## src/rtl/cog_hub_port.sv

```systemverilog
// ---------------------------------------------------------------------------
// cog_hub_port
//   Per-cog hub access port in front of the hub arbiter. Turns a single hub
//   instruction request, or a COGINIT load request, into the hub bus request
//   signals. The request is held until this cog's bus acknowledge arrives.
//   A load runs a LOAD_LEN-long burst of hub long reads into cog RAM.
//
// Ports
//   clk_cog, nres          cog clock, asynchronous active-low reset
//   ena                    cog enabled; low aborts to IDLE on the next edge
//   ena_bus, ack           hub strobe and this cog's ack; ack counts only
//                          when ena_bus is high
//   bus_q, bus_c           shared hub result data and carry
//   req, req_s/w/a/d       single hub op request (accepted in IDLE)
//   load, load_ptr         load burst request (accepted in IDLE, wins over req)
//   bus_r/e/w/s/a/d        hub bus request outputs (registered)
//   busy                   state != IDLE (decoded from the state register)
//   done, q, c             single-op completion pulse and captured result
//   ram_w, ram_a, ram_d    cog RAM write port driven by the load burst
//   load_done              one-cycle pulse when the burst completes
// ---------------------------------------------------------------------------
module cog_hub_port #(
    parameter int LOAD_LEN = 496
) (
    input  logic        clk_cog,
    input  logic        nres,
    input  logic        ena,
    input  logic        ena_bus,
    input  logic        ack,
    input  logic [31:0] bus_q,
    input  logic        bus_c,
    input  logic        req,
    input  logic [1:0]  req_s,
    input  logic        req_w,
    input  logic [15:0] req_a,
    input  logic [31:0] req_d,
    input  logic        load,
    input  logic [13:0] load_ptr,
    output logic        bus_r,
    output logic        bus_e,
    output logic        bus_w,
    output logic [1:0]  bus_s,
    output logic [15:0] bus_a,
    output logic [31:0] bus_d,
    output logic        busy,
    output logic        done,
    output logic [31:0] q,
    output logic        c,
    output logic        ram_w,
    output logic [8:0]  ram_a,
    output logic [31:0] ram_d,
    output logic        load_done
);

    typedef enum logic [1:0] {
        IDLE   = 2'd0,
        SINGLE = 2'd1,
        LOAD   = 2'd2
    } state_t;

    // Hub request as presented to the arbiter.
    typedef struct packed {
        logic        r;
        logic        e;
        logic        w;
        logic [1:0]  s;
        logic [15:0] a;
        logic [31:0] d;
    } hub_req_t;

    localparam logic [8:0] LAST_CNT = 9'(LOAD_LEN - 1);
    localparam logic [1:0] SZ_LONG  = 2'b10;

    state_t     state_q, state_d;
    hub_req_t   hreq_q;
    logic [8:0] count_q;
    logic [13:0] addr_q;
    logic [13:0] addr_nxt;
    logic       ack_cyc;
    logic       last_ack;

    assign ack_cyc  = ena_bus & ack;
    assign last_ack = ack_cyc && (count_q == LAST_CNT);
    assign addr_nxt = addr_q + 14'd1;   // wraps modulo 2^14 by width

    // -----------------------------------------------------------------------
    // Next-state logic
    // -----------------------------------------------------------------------
    always_comb begin
        state_d = state_q;
        if (!ena) begin
            state_d = IDLE;
        end else begin
            case (state_q)
                IDLE: begin
                    if (load)     state_d = LOAD;
                    else if (req) state_d = SINGLE;
                end
                SINGLE: begin
                    if (ack_cyc) state_d = IDLE;
                end
                LOAD: begin
                    if (last_ack) state_d = IDLE;
                end
                default: state_d = IDLE;
            endcase
        end
    end

    always_ff @(posedge clk_cog or negedge nres) begin
        if (!nres) state_q <= IDLE;
        else       state_q <= state_d;
    end

    // -----------------------------------------------------------------------
    // Registered datapath and outputs
    // -----------------------------------------------------------------------
    always_ff @(posedge clk_cog or negedge nres) begin
        if (!nres) begin
            hreq_q    <= '0;
            count_q   <= '0;
            addr_q    <= '0;
            done      <= 1'b0;
            q         <= '0;
            c         <= 1'b0;
            ram_w     <= 1'b0;
            ram_a     <= '0;
            ram_d     <= '0;
            load_done <= 1'b0;
        end else begin
            // Strobes are single-cycle by default.
            done      <= 1'b0;
            ram_w     <= 1'b0;
            load_done <= 1'b0;

            if (!ena) begin
                // Abort: drop the request, no completion side effects.
                hreq_q.e <= 1'b0;
            end else begin
                case (state_q)
                    IDLE: begin
                        if (load) begin
                            // Loader access: r=0 tells the hub to unscramble ROM.
                            hreq_q.r <= 1'b0;
                            hreq_q.e <= 1'b1;
                            hreq_q.w <= 1'b0;
                            hreq_q.s <= SZ_LONG;
                            hreq_q.a <= {load_ptr, 2'b00};
                            addr_q   <= load_ptr;
                            count_q  <= '0;
                        end else if (req) begin
                            hreq_q.r <= 1'b1;
                            hreq_q.e <= 1'b1;
                            hreq_q.w <= req_w;
                            hreq_q.s <= req_s;
                            hreq_q.a <= req_a;
                            hreq_q.d <= req_d;
                        end
                    end
                    SINGLE: begin
                        if (ack_cyc) begin
                            q        <= bus_q;
                            c        <= bus_c;
                            hreq_q.e <= 1'b0;
                            done     <= 1'b1;
                        end
                    end
                    LOAD: begin
                        if (ack_cyc) begin
                            ram_w    <= 1'b1;
                            ram_a    <= count_q;
                            ram_d    <= bus_q;
                            count_q  <= count_q + 9'd1;
                            addr_q   <= addr_nxt;
                            hreq_q.a <= {addr_nxt, 2'b00};
                            if (last_ack) begin
                                hreq_q.e  <= 1'b0;
                                load_done <= 1'b1;
                            end
                        end
                    end
                    default: hreq_q.e <= 1'b0;
                endcase
            end
        end
    end

    assign bus_r = hreq_q.r;
    assign bus_e = hreq_q.e;
    assign bus_w = hreq_q.w;
    assign bus_s = hreq_q.s;
    assign bus_a = hreq_q.a;
    assign bus_d = hreq_q.d;
    assign busy  = (state_q != IDLE);

endmodule

```

## config.mk

```make
export PLATFORM = sky130hd
export DESIGN_NAME = cog_hub_port
export DESIGN_NICKNAME = d
export VERILOG_FILES = /design/src/rtl/cog_hub_port.sv
export SDC_FILE = /design/constraint.sdc
export NUM_CORES = 1
export LEC_CHECK = 0
export ABC_AREA = 1
export ABC_CLOCK_PERIOD_IN_PS = 1900
export CAP_MARGIN = 10
export CORE_ASPECT_RATIO = 1.75
export CORE_MARGIN = 10
export CORE_UTILIZATION = 45
export DETAILED_ROUTE_END_ITERATION = 10
export PLACE_DENSITY = 0.8
export SLEW_MARGIN = 10
export SYNTH_ARGS = -nofsm -noshare
export SYNTH_HDL_FRONTEND = slang
export SYNTH_SLANG_ARGS = --single-unit
export TNS_END_PERCENT = 100
```

## constraint.sdc

```tcl
create_clock -name clk_cog -period 1.9 [get_ports clk_cog]
set_input_delay 0.475 -clock clk_cog [delete_from_list [all_inputs] [get_ports clk_cog]]
set_output_delay 0.475 -clock clk_cog [all_outputs]
set_load 0.01 [all_outputs]
```

==> qor.txt <==
outcome -> completed
DP Area -> 9430 sq um
Peak VDD IR -> 674 uV
initial antenna violation count -> 1
PwrDens -> 1150 nW/um^2
Pleak -> 4.81 nW
startpoint types -> register
Worst Max-Slew Pin Slew -> 0.690 ns
Total GRT Usage -> 19.4%
CTS tree -> yes
root buffer cell -> clkbuf_16
Max Slew Vio Count -> 0
post-layout util -> 68.4%
Clk Latency, worst-skew pair -> 0.42 ns
asr flop ratio synth -> 100%
Netlist cell types -> 33
Period minus WS final -> 1.83 ns
Wirelength per Cell -> 16.1 um
Area Growth Syn to Fin -> 50.0%
Die Y -> 182 um
most used cells in the layout excluding fill and tap cells -> nand2_1 (273), clkdlybuf4s50_1 (232), dfrtp_1 (154), inv_1 (73), o21ai_0 (52)
Setup Slack @ Placement -> -0.0921 ns
sequential element share of the synthesized area -> 57.6%
RSZ-0062 raised after global routing -> no
Power Total -> 11.6 mW
commonest non-fill, non-tap cell in the layout -> nand2_1
Post-Syn Nets -> 898
worst hold slack -> 0.471 ns
Crit Path Class -> register to output port
placed cells -> 1202
Worst Path Arrival -> 1.36 ns
total iterations of the first detailed-routing run -> 4
routability-driven placement congestion ratio -> 0.852
Top Ports -> 236
highest clock rate -> 545 MHz
Gate Count Post-Synth -> 791
die area -> 20400 sq um
number of enable flip-flop cells after synthesis -> 0
Cell Area, Synth -> 6730 sq um
synthesized flop and latch total -> 155
vias in the first global route -> 6288
final setup margin -> 0.0660 ns
detailed-route DRC error count -> 0
post-CTS setup buffer count -> 0
num rows -> 59
core area -> 14800 sq um
Clock Skew -> 0.0129 ns
Maximum Capacitance Violations -> 0
fin crit share -> 96.5%
# nets final -> 1146
PortBufs -> 235
Yosys warning total -> 0
Post-synth top flop -> dfrtp_1
sum of negative setup slack -> 0 ns
Max-slew headroom -> 54.0%
CTS clk-pin slew, worst paths -> 0.07 ns
H-tree level count -> 4
Hold Crit Class -> register to register
Die W -> 112 um
Setup violations, final -> 0
Critical Path RT -> 1.42 ns
post-DP HPWL -> 15100 um
Worst Path Max Fanout -> 2
final cell count without fillers -> 1235
Slowest cell on crit path -> clkdlybuf4s50_1
vias per cell -> 4.92
share of cells above drive strength 1 -> 7.23%
largest buffer count on any clock path -> 2
total grt overflow -> 0
Design Area, Final -> 10100 sq um
cells along the critical path -> clkdlybuf4s50_1
Synth Area per Inst -> 8.51 sq um
post-route ant nets -> 0
Hold Vio Cnt, Final -> 0
via count -> 6082
Critical Path Max Stage Delay -> 0.59 ns
pin count of the biggest net entering global routing -> 65
First DRT Iteration DRCs -> 282
Sink Count -> 155
clock buffer count from CTS -> 17
first-pass GRT wire length -> 32500 um
Initial Utilization -> 45.6%
Crit path max-delay family -> buffers and inverters
Worst Path Buf+Inv -> 1
Detailed Route WL -> 19800 um
Critical Path End Type -> output port
## path summary, 6_finish.rpt
kind                                        startpoint                    end  slack [ns]  cells past startpoint
worst max-delay path             bus_d[23]$_DFFE_PN0P_              bus_d[23]        0.07                      1
worst min-delay path             bus_d[14]$_DFFE_PN0P_  bus_d[14]$_DFFE_PN0P_        0.47                      2
worst max register to register  count_q[0]$_DFFE_PN0P_      bus_e$_DFFE_PN0P_        0.23                      8
worst min register to register   bus_d[14]$_DFFE_PN0P_  bus_d[14]$_DFFE_PN0P_        0.47                      2
max in group asynchronous                         nres      q[20]$_DFFE_PN0P_        0.74                      3
min in group asynchronous                         nres  bus_a[12]$_DFFE_PN0P_        0.50                      2
## layer usage
metal	wire (um)	track usage (%)	vias up
met5	0	0	-
met1	7660	21.0	2849
met2	10300	34.2	196
li1	-	-	3002
met3	1280	5.81	35
met4	546	7.90	0
## cell type report
class | count | area, sq um
inverter | 79 | 297
clock buffer | 18 | 429
clock inverter | 13 | 215
timing repair buffer | 263 | 2690
sequential | 155 | 3880
tap | 183 | 229
fill | 1206 | 4670
multi-input combinational | 523 | 2350
antenna | 1 | 2.50
## worst reg2reg max path: stages (launching register included)
cell and delay, ns:
dfrtp_1 0.42, ha_1 0.22, inv_1 0.09, nor2_1 0.30, nand3_1 0.17, nand2_1 0.10, nand2_1 0.08, nand3_1 0.09
nand2_1 0.07
## what timing repair did
item	4_1_cts	5_1_grt
hold buffers	1	0
setup endpoints to repair	1	2
endpoints found under the hold margin	29	0
gates resized for setup	1	3
## cells in the mapped netlist, types with 2 or more instances
| cell type | number | share of area [%] |
|---|---|---|
| a21boi_0 | 3 | 0.33 |
| a21oi_1 | 37 | 2.8 |
| a22o_1 | 2 | 0.26 |
| a31oi_1 | 2 | 0.19 |
| buf_2 | 23 | 1.7 |
| buf_4 | 2 | 0.22 |
| buf_6 | 6 | 1.0 |
| clkbuf_1 | 2 | 0.11 |
| dfrtp_1 | 155 | 58 |
| ha_1 | 2 | 0.37 |
| inv_1 | 73 | 4.1 |
| inv_2 | 6 | 0.33 |
| nand2_1 | 274 | 15 |
| nand3_1 | 28 | 2.1 |
| nand4_1 | 6 | 0.56 |
| nor2_1 | 51 | 2.8 |
| nor2_4 | 4 | 0.67 |
| nor3_1 | 4 | 0.30 |
| o21a_1 | 3 | 0.33 |
| o21ai_0 | 52 | 3.9 |
| o21ai_1 | 43 | 3.2 |
| xor2_1 | 2 | 0.26 |
## cells by family (layout without fill, tap and decap cells)
group | after synthesis | after routing | synth area share [%]
AOI/OAI and AO/OA | 149 | 149 | 12.0
xor gates and xnor gates | 2 | 2 | 0.260
adders and majority gates | 2 | 2 | 0.372
buffers and inverters | 113 | 373 | 7.53
DFF | 155 | 155 | 57.6
other | 0 | 1 | 0
and+or+nand+nor | 370 | 370 | 22.2
## where the power goes
group	switching, mW	internal, mW	total (mW)
Clock	1.38	2.34	3.72
Combinational	1.54	1.83	3.37
Sequential	0.454	4.06	4.52
## flip-flops by register name (all words and copies together) (netlist names), 2 cells and up
signal,flops
state_q,2
bus_a,16
bus_s,2
count_q,9
ram_d,32
bus_d,32
addr_q,14
ram_a,9
q,32
Note: power is estimated with default switching activity, not from simulation.
